--- src/rtl/decode_pkg.sv ---
// decode_pkg: shared definitions for the RV32I decode stage.
//   - datapath / register-address widths
//   - major opcode constants
//   - ALU operation and immediate-format enums
//   - the per-instruction control bundle produced by the decoder
//   - alu_decode(): funct3/funct7 -> ALU operation
package decode_pkg;

  localparam int DATA_WIDTH     = 32;
  localparam int REG_ADDR_WIDTH = 5;

  localparam logic [6:0] OP_R      = 7'b0110011;
  localparam logic [6:0] OP_IMM    = 7'b0010011;
  localparam logic [6:0] OP_LOAD   = 7'b0000011;
  localparam logic [6:0] OP_STORE  = 7'b0100011;
  localparam logic [6:0] OP_BRANCH = 7'b1100011;
  localparam logic [6:0] OP_JAL    = 7'b1101111;
  localparam logic [6:0] OP_JALR   = 7'b1100111;
  localparam logic [6:0] OP_LUI    = 7'b0110111;
  localparam logic [6:0] OP_AUIPC  = 7'b0010111;

  typedef enum logic [3:0] {
    ALU_ADD    = 4'd0,
    ALU_SUB    = 4'd1,
    ALU_SLL    = 4'd2,
    ALU_SLT    = 4'd3,
    ALU_SLTU   = 4'd4,
    ALU_XOR    = 4'd5,
    ALU_SRL    = 4'd6,
    ALU_SRA    = 4'd7,
    ALU_OR     = 4'd8,
    ALU_AND    = 4'd9,
    ALU_PASS_B = 4'd10
  } alu_op_e;

  typedef enum logic [2:0] {
    IMM_NONE = 3'd0,
    IMM_I    = 3'd1,
    IMM_S    = 3'd2,
    IMM_B    = 3'd3,
    IMM_U    = 3'd4,
    IMM_J    = 3'd5
  } imm_type_e;

  typedef struct packed {
    alu_op_e   alu_op;
    imm_type_e imm_type;
    logic      src_imm;
    logic      src_pc;
    logic      mem_read;
    logic      mem_write;
    logic      reg_write;
    logic      branch;
    logic      jal;
    logic      jalr;
    logic      illegal;
    logic      uses_rs1;
    logic      uses_rs2;
  } ctrl_t;

  // funct7[5] selects SUB only for register-register ops (ADDI has no
  // SUBI form); for shifts-right it selects arithmetic in both formats.
  function automatic alu_op_e alu_decode(input logic [2:0] funct3,
                                         input logic       funct7_b5,
                                         input logic       is_reg);
    alu_op_e op;
    case (funct3)
      3'b000:  op = (is_reg && funct7_b5) ? ALU_SUB : ALU_ADD;
      3'b001:  op = ALU_SLL;
      3'b010:  op = ALU_SLT;
      3'b011:  op = ALU_SLTU;
      3'b100:  op = ALU_XOR;
      3'b101:  op = funct7_b5 ? ALU_SRA : ALU_SRL;
      3'b110:  op = ALU_OR;
      default: op = ALU_AND;
    endcase
    return op;
  endfunction

endpackage

--- src/rtl/decode_stage_imm_gen.sv ---
// imm_gen: combinational RV32I immediate generator.
//   instr    in  instruction bits [31:7] (opcode bits carry no immediate)
//   imm_type in  immediate format selected by the decoder
//   imm      out sign-extended 32-bit immediate (0 for IMM_NONE)
module imm_gen
  import decode_pkg::*;
(
  input  logic [31:7] instr,
  input  imm_type_e   imm_type,
  output logic [31:0] imm
);

  always_comb begin
    imm = '0;
    case (imm_type)
      IMM_I:   imm = {{20{instr[31]}}, instr[31:20]};
      IMM_S:   imm = {{20{instr[31]}}, instr[31:25], instr[11:7]};
      IMM_B:   imm = {{19{instr[31]}}, instr[31], instr[7], instr[30:25],
                      instr[11:8], 1'b0};
      IMM_U:   imm = {instr[31:12], 12'b0};
      IMM_J:   imm = {{11{instr[31]}}, instr[31], instr[19:12], instr[20],
                      instr[30:21], 1'b0};
      default: imm = '0;
    endcase
  end

endmodule

--- src/rtl/decode_stage.sv ---
// decode_stage: RV32I instruction decode between the IF/ID latch and EX.
//   clk, rst_n            pipeline clock, async active-low reset
//   id_valid/instr/pc     IF/ID slot contents
//   flush                 EX redirect; kills what would enter ID/EX
//   stall_o               hold PC and IF/ID (load-use hazard)
//   rf_raddr1/2           register file read addresses (combinational)
//   rf_rdata1/2           register file read data
//   wb_we/waddr/wdata     writeback port, bypassed into the operands
//   ex_*                  registered ID/EX pipeline contents
module decode_stage
  import decode_pkg::*;
#(
  parameter int XLEN    = DATA_WIDTH,
  parameter int RADDR_W = REG_ADDR_WIDTH
) (
  input  logic               clk,
  input  logic               rst_n,
  input  logic               id_valid,
  input  logic [31:0]        id_instr,
  input  logic [XLEN-1:0]    id_pc,
  input  logic               flush,
  output logic               stall_o,
  output logic [RADDR_W-1:0] rf_raddr1,
  output logic [RADDR_W-1:0] rf_raddr2,
  input  logic [XLEN-1:0]    rf_rdata1,
  input  logic [XLEN-1:0]    rf_rdata2,
  input  logic               wb_we,
  input  logic [RADDR_W-1:0] wb_waddr,
  input  logic [XLEN-1:0]    wb_wdata,
  output logic               ex_valid,
  output logic [XLEN-1:0]    ex_pc,
  output logic [XLEN-1:0]    ex_rs1_data,
  output logic [XLEN-1:0]    ex_rs2_data,
  output logic [RADDR_W-1:0] ex_rs1,
  output logic [RADDR_W-1:0] ex_rs2,
  output logic [RADDR_W-1:0] ex_rd,
  output logic [XLEN-1:0]    ex_imm,
  output logic [3:0]         ex_alu_op,
  output logic               ex_alu_src_imm,
  output logic               ex_alu_src_pc,
  output logic [2:0]         ex_funct3,
  output logic               ex_mem_read,
  output logic               ex_mem_write,
  output logic               ex_reg_write,
  output logic               ex_branch,
  output logic               ex_jal,
  output logic               ex_jalr,
  output logic               ex_illegal
);

  logic [6:0]         opcode;
  logic [2:0]         funct3;
  logic               funct7_b5;
  logic [RADDR_W-1:0] rs1;
  logic [RADDR_W-1:0] rs2;
  logic [RADDR_W-1:0] rd;

  assign opcode    = id_instr[6:0];
  assign funct3    = id_instr[14:12];
  assign funct7_b5 = id_instr[30];
  assign rs1       = id_instr[19:15];
  assign rs2       = id_instr[24:20];
  assign rd        = id_instr[11:7];

  assign rf_raddr1 = rs1;
  assign rf_raddr2 = rs2;

  // ---------------------------------------------------------------
  // Control decode
  // ---------------------------------------------------------------
  ctrl_t ctrl;

  always_comb begin
    ctrl.alu_op    = ALU_ADD;
    ctrl.imm_type  = IMM_NONE;
    ctrl.src_imm   = 1'b0;
    ctrl.src_pc    = 1'b0;
    ctrl.mem_read  = 1'b0;
    ctrl.mem_write = 1'b0;
    ctrl.reg_write = 1'b0;
    ctrl.branch    = 1'b0;
    ctrl.jal       = 1'b0;
    ctrl.jalr      = 1'b0;
    ctrl.illegal   = 1'b0;
    ctrl.uses_rs1  = 1'b0;
    ctrl.uses_rs2  = 1'b0;
    case (opcode)
      OP_R: begin
        ctrl.alu_op    = alu_decode(funct3, funct7_b5, 1'b1);
        ctrl.reg_write = 1'b1;
        ctrl.uses_rs1  = 1'b1;
        ctrl.uses_rs2  = 1'b1;
      end
      OP_IMM: begin
        ctrl.alu_op    = alu_decode(funct3, funct7_b5, 1'b0);
        ctrl.imm_type  = IMM_I;
        ctrl.src_imm   = 1'b1;
        ctrl.reg_write = 1'b1;
        ctrl.uses_rs1  = 1'b1;
      end
      OP_LOAD: begin
        ctrl.imm_type  = IMM_I;
        ctrl.src_imm   = 1'b1;
        ctrl.mem_read  = 1'b1;
        ctrl.reg_write = 1'b1;
        ctrl.uses_rs1  = 1'b1;
      end
      OP_STORE: begin
        ctrl.imm_type  = IMM_S;
        ctrl.src_imm   = 1'b1;
        ctrl.mem_write = 1'b1;
        ctrl.uses_rs1  = 1'b1;
        ctrl.uses_rs2  = 1'b1;
      end
      OP_BRANCH: begin
        // ALU compares rs1 against rs2; the target adder uses the imm.
        ctrl.alu_op   = ALU_SUB;
        ctrl.imm_type = IMM_B;
        ctrl.branch   = 1'b1;
        ctrl.uses_rs1 = 1'b1;
        ctrl.uses_rs2 = 1'b1;
      end
      OP_JAL: begin
        ctrl.imm_type  = IMM_J;
        ctrl.src_imm   = 1'b1;
        ctrl.src_pc    = 1'b1;
        ctrl.reg_write = 1'b1;
        ctrl.jal       = 1'b1;
      end
      OP_JALR: begin
        ctrl.imm_type  = IMM_I;
        ctrl.src_imm   = 1'b1;
        ctrl.reg_write = 1'b1;
        ctrl.jalr      = 1'b1;
        ctrl.uses_rs1  = 1'b1;
      end
      OP_LUI: begin
        ctrl.alu_op    = ALU_PASS_B;
        ctrl.imm_type  = IMM_U;
        ctrl.src_imm   = 1'b1;
        ctrl.reg_write = 1'b1;
      end
      OP_AUIPC: begin
        ctrl.imm_type  = IMM_U;
        ctrl.src_imm   = 1'b1;
        ctrl.src_pc    = 1'b1;
        ctrl.reg_write = 1'b1;
      end
      default: ctrl.illegal = 1'b1;
    endcase
  end

  logic [31:0] imm;

  imm_gen u_imm_gen (
    .instr    (id_instr[31:7]),
    .imm_type (ctrl.imm_type),
    .imm      (imm)
  );

  // ---------------------------------------------------------------
  // WB->ID bypass and load-use detection, one lane per source port.
  // The bypass covers a register file that writes on the same edge
  // this stage samples, so the read data would otherwise be stale.
  // ---------------------------------------------------------------
  logic [RADDR_W-1:0] rs_idx   [2];
  logic [XLEN-1:0]    rd_raw   [2];
  logic [XLEN-1:0]    op_data  [2];
  logic [1:0]         uses_rs;
  logic [1:0]         rs_hit;
  logic               load_use;

  assign rs_idx[0] = rs1;
  assign rs_idx[1] = rs2;
  assign rd_raw[0] = rf_rdata1;
  assign rd_raw[1] = rf_rdata2;
  assign uses_rs   = {ctrl.uses_rs2, ctrl.uses_rs1};

  genvar gi;
  generate
    for (gi = 0; gi < 2; gi++) begin : g_src
      assign op_data[gi] = (wb_we && (wb_waddr != '0) && (wb_waddr == rs_idx[gi]))
                           ? wb_wdata : rd_raw[gi];
      // Fields an instruction does not read must never create a stall.
      assign rs_hit[gi]  = uses_rs[gi] && (ex_rd == rs_idx[gi]);
    end
  endgenerate

  // ex_rd is already zero unless the EX instruction writes a register.
  assign load_use = id_valid && ex_valid && ex_mem_read && (ex_rd != '0) && (|rs_hit);

  // A flush discards the waiting instruction, so holding IF/ID is moot.
  assign stall_o = load_use && !flush;

  // ---------------------------------------------------------------
  // ID/EX pipeline register
  // ---------------------------------------------------------------
  always_ff @(posedge clk or negedge rst_n) begin
    if (!rst_n) begin
      ex_valid       <= 1'b0;
      ex_pc          <= '0;
      ex_rs1_data    <= '0;
      ex_rs2_data    <= '0;
      ex_rs1         <= '0;
      ex_rs2         <= '0;
      ex_rd          <= '0;
      ex_imm         <= '0;
      ex_alu_op      <= '0;
      ex_alu_src_imm <= 1'b0;
      ex_alu_src_pc  <= 1'b0;
      ex_funct3      <= '0;
      ex_mem_read    <= 1'b0;
      ex_mem_write   <= 1'b0;
      ex_reg_write   <= 1'b0;
      ex_branch      <= 1'b0;
      ex_jal         <= 1'b0;
      ex_jalr        <= 1'b0;
      ex_illegal     <= 1'b0;
    end else if (flush || load_use) begin
      // Bubble: only side-effecting controls are cleared; datapath
      // fields are left as they are since nothing consumes them.
      ex_valid     <= 1'b0;
      ex_rd        <= '0;
      ex_mem_read  <= 1'b0;
      ex_mem_write <= 1'b0;
      ex_reg_write <= 1'b0;
      ex_branch    <= 1'b0;
      ex_jal       <= 1'b0;
      ex_jalr      <= 1'b0;
      ex_illegal   <= 1'b0;
    end else begin
      ex_valid       <= id_valid;
      ex_pc          <= id_pc;
      ex_rs1_data    <= op_data[0];
      ex_rs2_data    <= op_data[1];
      ex_rs1         <= rs1;
      ex_rs2         <= rs2;
      ex_rd          <= ctrl.reg_write ? rd : '0;
      ex_imm         <= imm;
      ex_alu_op      <= ctrl.alu_op;
      ex_alu_src_imm <= ctrl.src_imm;
      ex_alu_src_pc  <= ctrl.src_pc;
      ex_funct3      <= funct3;
      ex_mem_read    <= ctrl.mem_read;
      ex_mem_write   <= ctrl.mem_write;
      ex_reg_write   <= ctrl.reg_write;
      ex_branch      <= ctrl.branch;
      ex_jal         <= ctrl.jal;
      ex_jalr        <= ctrl.jalr;
      ex_illegal     <= ctrl.illegal;
    end
  end

endmodule

--- config.mk ---
export PLATFORM = sky130hd
export DESIGN_NAME = decode_stage
export DESIGN_NICKNAME = d
export VERILOG_FILES = /design/src/rtl/decode_pkg.sv /design/src/rtl/decode_stage_imm_gen.sv /design/src/rtl/decode_stage.sv
export SDC_FILE = /design/constraint.sdc
export NUM_CORES = 1
export LEC_CHECK = 0
export CORE_MARGIN = 1.5
export CORE_UTILIZATION = 30
export CTS_CLUSTER_SIZE = 16
export DETAILED_ROUTE_END_ITERATION = 10
export PLACE_DENSITY = 0.59
export REMOVE_ABC_BUFFERS = 1
export SETUP_SLACK_MARGIN = 0.1
export SYNTH_ARGS = -nofsm -noshare
export SYNTH_HDL_FRONTEND = slang
export SYNTH_HIERARCHICAL = 1
export SYNTH_SLANG_ARGS = --single-unit
--- constraint.sdc ---
create_clock -name clk -period 2.4 [get_ports clk]
set_input_delay 0.6 -clock clk [delete_from_list [all_inputs] [get_ports clk]]
set_output_delay 0.6 -clock clk [all_outputs]
set_load 0.05 [all_outputs]
# After elaboration in Yosys (flattened, before gate mapping)
# Cells that the tools add are included.
# op_classes
eq_ne	24
mux	30
reduce_logical	24
# ops
operator	count
32-bit one-hot mux with 5 select lines	1
32-bit 2-to-1 mux	2
4-bit one-hot mux with 7 select lines	2
7-bit by 6-bit equality test with 1-bit output, second input constant	3
7-bit equality test, second input constant	3
1-bit 2-to-1 mux	21
5-bit equality test	4
4-bit one-hot mux with 4 select lines	1
3-bit equality test, second input constant	5
3-bit one-hot mux with 5 select lines	1
7-bit by 5-bit equality test with 1-bit output, second input constant	2
7-bit OR reduction	2
3-bit by 2-bit equality test with 1-bit output, second input constant	4
1-bit logical AND	10
5-bit 2-to-1 mux	2
5-bit nonzero test	2
9-bit OR reduction	1
7-bit by 2-bit equality test with 1-bit output, second input constant	1
3-bit by 1-bit equality test with 1-bit output, second input constant	2
2-bit OR reduction	3
3-bit OR reduction	2
6-bit OR reduction	1
3-bit logical NOT	1
1-bit logical NOT	1
1-bit logical OR	1
# totals
register_bits	160
elab_cells	97
input_bits	170
out_inout_bits	171

# Longest topological paths before layout
# Gate-level depths: netlist (run 1).
# depth
ltp_word	8
mapped_depth	10
ltp_nobuf	8

# Cells and area by module
# The synthesis (run 1) kept the hierarchy.
# by_module_without_submodules
module	n_inst	area_per_inst_um2	cells_each	seq_area_each_um2
decode_stage	1	7782.5	517	4003.8
imm_gen	1	390.4	66	0.0

# Worst setup path after synthesis (run 1)
# OpenSTA, ideal clock, no wires.
# synth_timing
path_kind	input port to output port
startpoint	input id_instr[2]
endpoint	output stall_o
path_slack_ns	-0.764
t_arrival_ns	2.564
t_required_ns	1.800
path_buffers	1
cell_stages	6
cell_sequence	buf_4 > nand4bb_4 > nand4bb_1 > nor2_1 > a31oi_1 > nor3b_1
# synth_between
elab_chain_len	7
elab_cells_between_ends	15
cone_classes	eq/ne: 6; mux: 2; reduce/logical: 7
# synth_lines
element	line_no	rtl
start, declared	decode_stage.sv:19	input logic [31:0] id_instr,
7-bit equality test (tied with other cells)	decode_stage.sv:87	case (opcode)
6-bit OR reduction (no line) / 3-bit OR reduction (equally long branches)	-	
1-bit 2-to-1 mux	decode_stage.sv:87	
1-bit logical AND	decode_stage.sv:185	assign rs_hit[gi] = uses_rs[gi] && (ex_rd == rs_idx[gi]);
2-bit OR reduction (*)	decode_stage.sv:190	assign load_use = id_valid && ex_valid && ex_mem_read && (ex_rd != '0) && (|rs_hit);
1-bit logical AND (*)	decode_stage.sv:190	
1-bit logical AND (*)	decode_stage.sv:193	assign stall_o = load_use && !flush;
end, declared	decode_stage.sv:22	output logic stall_o,
# Mark *: on every way between the ends. The rest lies on a longest branch, timed or not.

# Final worst setup path (run 1)
# layout_timing
startpoint	register ex_rd[1]
endpoint	output stall_o
# layout_between
elab_chain_len	5
elab_cells_between_ends	9
cone_classes	eq/ne: 2; reduce/logical: 7
# layout_lines
element	line_no	rtl
start, declared	decode_stage.sv:36	output logic [RADDR_W-1:0] ex_rd,
start signal, assigned	decode_stage.sv:238	ex_rd <= ctrl.reg_write ? rd : '0;
5-bit equality test	decode_stage.sv:185	
1-bit logical AND	decode_stage.sv:185	
2-bit OR reduction	decode_stage.sv:190	
1-bit logical AND (*)	decode_stage.sv:190	
1-bit logical AND (*)	decode_stage.sv:193	
# Marks and branches as above.

==> results of run 1 <==
## final cells by class
| cell class | count | area, um^2 | share of cell area [%] |
|---|---|---|---|
| diodes | 2 | 5.00 | 0.0368 |
| clock buffers | 19 | 443 | 3.26 |
| clock inverters | 13 | 144 | 1.06 |
| inverters | 3 | 11.3 | 0.0828 |
| multi-input cells | 377 | 3970 | 29.2 |
| flip-flops and latches | 160 | 4010 | 29.5 |
| well taps | 341 | 427 | 3.14 |
| repair buffers | 448 | 4600 | 33.8 |
## Yosys cell counts (all sizes together) (2+ instances only)
cell / count
mux2: 212
dfrtp: 160
buf: 40
nand2: 24
nor2: 20
o21ai: 16
a21oi: 11
xnor2: 10
xor2: 10
a21o: 8
and2: 8
and3: 8
nor2b: 7
nand3: 4
nand4: 4
a22o: 3
clkbuf: 3
inv: 3
nand2b: 3
nor3b: 3
nor4: 3
nand4bb: 2
nor3: 2
o22a: 2
## where the power goes
| part | internal, W | leakage (nW) | switching [W] |
|---|---|---|---|
| logic | 0.00110 | 3.84 | 0.00133 |
| registers | 0.00291 | 1.97 | 0.000121 |
| clock network | 0.00150 | 0.286 | 0.00126 |
## path summary, 6_finish.rpt
path | endpoint | start | slack (ps) | cells past startpoint
worst min register to register | ex_pc[1] | ex_pc[1] | 510 | 1
worst max register to register | ex_rs1_data[24] | ex_rd[4] | 110 | 10
min in group clk | ex_pc[1] | ex_pc[1] | 510 | 1
worst min-delay path | ex_rs2_data[6] | rst_n | 70 | 1
max in group asynchronous | ex_mem_write | rst_n | 1660 | 2
worst max-delay path | stall_o | ex_rd[1] | -230 | 6
## logic make-up (layout without fill, tap and decap cells)
family          after synthesis  count (layout)  share of synthesized area, %
compound gates               51              51                          4.41
xor+xnor                     20              20                          2.14
buf+inv                      46             483                          4.01
flops                       160             160                          49.0
mux                         213             213                          33.8
other cells                   0               2                             0
simple gates                 93              93                          6.61
## worst register-to-register path: stages (launching register included)
cell	delay (ps)
dfrtp_1	420
buf_4	170
xnor2_2	130
nand4_1	140
buf_4	130
a2bb2o_4	220
a21oi_4	140
buf_12	140
buf_12	150
buf_12	180
mux2_2	350
## per-layer routing
metal / track usage [%] / up-vias
met3: 6.93 / 22
met2: 30.9 / 250
met1: 23.2 / 3146
met4: 4.66 / 0
met5: 0 / -
li1: - / 2924
## flip-flops by register name, summed over array words and instances, names as in the netlist
signal,cells
ex_funct3,3
ex_alu_op,4
ex_valid,1
ex_imm,32
ex_mem_read,1
ex_rs1_data,32
ex_illegal,1
ex_alu_src_imm,1
ex_rs1,5
ex_alu_src_pc,1
ex_reg_write,1
ex_branch,1
ex_mem_write,1
ex_rd,5
ex_rs2_data,32
ex_rs2,5
ex_pc,32
ex_jalr,1
ex_jal,1
## metrics by stage
step | util, % | cells
5_1_grt | 50.6 | 1361
3_5_place_dp | 47.0 | 1309
3_3_place_gp | 47.0 | 1309
6_report | 50.6 | 1363
2_1_floorplan | - | 540
4_1_cts | 50.2 | 1355
## placed cells by master (no fill, tap or decap), types with 6 or more instances in the layout
cell / instances
clkdlybuf4s50_1: 293
dfrtp_1: 157
mux2_2: 114
mux2_4: 98
buf_4: 79
buf_12: 26
nand2_1: 23
dlygate4sd2_1: 23
clkbuf_16: 18
nor2_1: 17
o21ai_0: 13
buf_6: 13
a21oi_1: 10
xor2_1: 10
and3_1: 8
and2_1: 8
a21o_1: 8
xnor2_1: 6
dlymetal6s2s_1: 6
## timing repair
action / 4_1_cts / 5_1_grt
pin swaps: 16 / 6
setup buffers: 12 / 5
gates resized for setup: 63 / 15
setup endpoints to repair: 151 / 147
gates cloned: 2 / 1
==> impl_metrics.ini, run 1 <==
[status]
status = finished, violations left
violations = setup timing

[sta]
rsz0062_at_grt = true
hold_viol = 0
final.period_utilization_pct = 109
setup_viol = 1
fin_skew_ps = 11.0
finalCriticalPeriod_ps = 2630
slew_headroom_pct = 62.2
max_freq_mhz = 381
final.setup.tns_ps = -228
maxSlewViolCount = 0
finalWorstSetupSlack_ps = -228
worst_pin_slew_ps = 566
holdWs_ps = 75.0

[final_layout]
syn2layout_area_growth_pct = 66.4
drive_gt1_share_pct = 38.9
final_nets = 1177
fillers = 2377
post-route-cell-area_mm2 = 0.0136

[place]
place_area_mm2 = 0.0126
port_buffers = 340
pre_cts_slack_ps = -552
gp_congestion = 0.841
place_hpwl_um = 19100

[setup_path]
crit_slowest_cell = dfrtp_2
critical-path-top-delay-family = simple AND/OR/NAND/NOR gates
slowest_delay_ps = 450
end_kind = output pin
startpoint_type = register
cp.arrival_ps = 2030
worst_ep_required_time_ps = 1800
worstPathMaxFanout = 2
path_cells = xor2_1, nor4_2, a31oi_1, nor3b_2, buf_4, buf_12
timing.critical_path.buf_inv = 2
crit_type = reg -> out

[detailed_routing]
drcViolationCount = 0
met2WireLength_um = 12700
vias = 6342
first_pass_iters = 4
wl_met1_um = 11000
drt_iter0_drc = 273
wl_per_cell_um = 19.3
vias_per_cell = 4.65
wl_met3_um = 2210
drt_wl_total_um = 26200
drtAntennaViolNets = 0
top_layer = met4

[flow_run]
drv_cap = 0

[logic_synthesis]
ys_ff_latch = 160
yosysUniqueCellTypes = 53
netlist_instances = 583
async_flop_share_pct = 100
synth_flop_cell = dfrtp_1
ys_seq_area_share_pct = 49.0
synth_top_area_share_pct = 49.0
synth-edff-count = 0
synth_area_leaders = dfrtp_1 (49%), mux2_4 (18%), mux2_2 (16%)
yosysWarnings = 6
yosysTopAreaCell = dfrtp_1
avgSynthCellArea_um2 = 14.0
synth_area_mm2 = 0.00817

[cts]
cts_sinks = 160
htree_levels = 4
clock_path_buffers = 2
cts_buffers = 17
cts-hold-fix-buffers = 0
cts_tree = built
cts_root_buf = clkbuf_16
clk_pin_slew_ps = 70
insertion_delay_ps = 420

[pwr]
p_leak_nw = 6.10
peakVddDrop_uv = 320
power_w = 0.00823
p_per_area_mw_per_mm2 = 605

[floorplanning]
rows = 60
die_x_um = 168
die-area_mm2 = 0.0282
die_h_um = 168
pin_count = 341
initial_core_util_pct = 30.4
core_area_mm2 = 0.0269

[grt]
grt_max_degree = 54
antenna_found_initial = 2
track_usage_pct = 18.7
grt_pass1_wl_um = 40200
grt_pass1_vias = 6769
grt_overflow_total = 0

[min_path]
hold_path_class = in -> async
No activity file was read; power rests on OpenSTA's default activity.
==> run 2, diff against run 1 <==
ABC_AREA = 1   (was default)
SLEW_MARGIN = 0   (was default)
==> run 2 against run 1 <==
  * The flow now finishes without violations
  * Wire length increased by 17%
  * Cell count increased by 33%
  * Fmax increased by 9.7%
  * First-iteration DRC count increased to 2.9 times the previous value
  * Global-route usage increased by 3.0 points
  * Power decreased by 3.3%
  * Non-clock buffer count decreased by 25
==> impl_metrics.ini, run 2 <==
[floorplanning]
core_area_mm2 = 0.0269
rows = 60
die-area_mm2 = 0.0282
die_h_um = 168
pin_count = 341
die_x_um = 168
initial_core_util_pct = 30.4

[flow_run]
drv_cap = 0

[grt]
grt_pass1_vias = 8511
grt_pass1_wl_um = 47900
track_usage_pct = 21.7
antenna_found_initial = 1
grt_max_degree = 65
grt_overflow_total = 0

[cts]
cts_buffers = 17
cts_tree = built
cts_root_buf = clkbuf_16
cts_sinks = 160
insertion_delay_ps = 420
clock_path_buffers = 2
htree_levels = 4
clk_pin_slew_ps = 70
cts-hold-fix-buffers = 0

[pwr]
p_leak_nw = 6.74
combPwrFrac_pct = 28.2
p_sw_w = 0.00271
switching_share_pct = 34.1
peakVddDrop_uv = 376
p_int_w = 0.00524
pwr-share-clk_pct = 34.1
power_w = 0.00796
seq_power_share_pct = 37.7
p_per_area_mw_per_mm2 = 601

[logic_synthesis]
synth_top_family_by_area = simple AND/OR/NAND/NOR gates
ys_ff_latch = 160
synthAdderAreaFrac_pct = 0
synth_top_area_share_pct = 49.0
ys_seq_area_share_pct = 49.0
synthSimpleGateAreaFrac_pct = 41.3
async_flop_share_pct = 100
synthMuxAreaShare_pct = 0
yosysTopAreaCell = dfrtp_1
synth-edff-count = 0
yosysWarnings = 6
avgSynthCellArea_um2 = 7.39
synth_flop_cell = dfrtp_1
synth_area_mm2 = 0.00817
synthXorXnorAreaFrac_pct = 1.71
yosysMostFrequentCell = nand2_1
synthTopCellsByCount = nand2_1 (479), nand3_1 (265), dfrtp_1 (160)
netlist_instances = 1106
synth_area_leaders = dfrtp_1 (49%), nand2_1 (22%), nand3_1 (16%)
yosysUniqueCellTypes = 25
synth_compound_area_share_pct = 0.888

[detailed_routing]
vias_per_cell = 4.80
wl_met3_um = 2530
wl_met1_um = 13700
top_layer = met4
drt_wl_total_um = 30800
wl_per_cell_um = 17.0
drt_iter0_drc = 799
drtAntennaViolNets = 0
first_pass_iters = 5
vias = 8714
met2WireLength_um = 14200
drcViolationCount = 0

[final_layout]
post-route-util_pct = 49.3
syn2layout_area_growth_pct = 62.0
final_nets = 1630
final_common_cell = nand2_1
stdcell_count = 1815
drive_gt1_share_pct = 11.5
post-route-cell-area_mm2 = 0.0132
mostFrequentLayoutCells = nand2_1 (472), clkdlybuf4s50_1 (298), nand3_1 (261)
fillers = 2596

[setup_path]
end_kind = output pin
worst_ep_required_time_ps = 1800
crit_type = in -> out
startpoint_type = input pin
cp.arrival_ps = 1790
worstPathMaxFanout = 4

[sta]
max_freq_mhz = 418
final.period_utilization_pct = 99.8
finalCriticalPeriod_ps = 2390
rsz0062_at_grt = true
fin_skew_ps = 17.8
slew_headroom_pct = 60.8
holdWs_ps = 131
hold_viol = 0
setup_viol = 0
worst_pin_slew_ps = 586
maxSlewViolCount = 0

[place]
port_buffers = 340
place_area_mm2 = 0.0125
dpl.cell_count = 1776
gp_congestion = 0.871
place_hpwl_um = 21300

[status]
status = finished clean

[min_path]
hold_path_class = in -> async
==> run 2: cell count changes in the layout (fill, tap and decap cells not counted), moves of 8 or more <==
cell     change
mux2_4      -98
and2_1       -8
buf_4       -16
nor2_1      +13
mux2_2     -114
inv_1       +17
o21ai_0      -9
a21o_1       -8
buf_6       -12
nand3_1    +257
a21oi_1      -8
nor2_4       +9
and3_1       -8
nand2_1    +449
==> run 2: critical path: stages <==
cell and delay, ps:
clkdlybuf4s15_2 220, inv_1 70, nand2_2 60, nor2_4 140
nand2_1 80, nand4_1 120, nand2_1 80, nand2_2 90
nand2_4 80, nor2_4 100, buf_12 140
==> run 2: cell type report <==
| type | instances | area (um^2) | area share [%] |
|---|---|---|---|
| Sequential cell | 160 | 4010 | 30.3 |
| Multi-Input combinational cell | 829 | 3720 | 28.1 |
| Timing Repair Buffer | 423 | 4380 | 33.1 |
| Inverter | 29 | 114 | 0.860 |
| Clock buffer | 19 | 443 | 3.35 |
| Clock inverter | 13 | 139 | 1.05 |
| Tap cell | 341 | 427 | 3.22 |
| Antenna cell | 1 | 2.50 | 0.0189 |
==> run 2: path summary, 6_finish.rpt <==
path                                      from         endpoint  slack [ps]  depth (start not counted)
worst max register to register        ex_rd[4]  ex_rs2_data[10]         290                         12
max in group asynchronous                rst_n   ex_rs2_data[6]        1610                          2
worst max-delay path               id_instr[2]          stall_o           5                         11
worst min-delay path                     rst_n         ex_pc[4]         130                          1
min in group clk                ex_rs1_data[5]   ex_rs1_data[5]         470                          2
worst min register to register  ex_rs1_data[5]   ex_rs1_data[5]         470                          2
==> run 2: repair_timing <==
action,4_1_cts,5_1_grt
gates resized for setup,57,16
endpoints found under the setup margin,164,22
pin swaps,14,9
gates cloned,0,0
setup buffers,6,0
==> run 2: power groups by stage <==
| stage | Sequential, W | Clock, W | Combinational (W) |
|---|---|---|---|
| finish | 0.00300 | 0.00271 | 0.00225 |
| detailed placement | 0.00305 | 0 | 0.00225 |
| global route | 0.00302 | 0.00293 | 0.00238 |
| CTS | 0.00300 | 0.00281 | 0.00226 |
| floorplan | 0.00373 | 0 | 0.000396 |
| global placement | 0.00304 | 0 | 0.00224 |
==> run 2: logic make-up (layout without fill, tap and decap cells) <==
family / Yosys count / count (layout)
XOR/XNOR: 16 / 16
AND/OR/NAND/NOR: 801 / 801
other: 0 / 1
buffers and inverters: 117 / 484
flip-flops: 160 / 160
AO/OA/AOI/OAI: 12 / 12
==> run 2: layer usage <==
metal / track usage [%] / up-vias
li1: - / 4257
met1: 29.7 / 4059
met2: 34.8 / 375
met3: 5.36 / 23
met4: 4.81 / 0
met5: 0 / -
==> run 2: per-stage QoR <==
stage / setup TNS, ps / setup slack, ps
2_1_floorplan: -440020 / -2740
3_3_place_gp: -62060 / -423
3_5_place_dp: -66680 / -457
4_1_cts: -43.5 / -43.5
5_1_grt: -52.9 / -52.9
6_report: 0 / 5.38
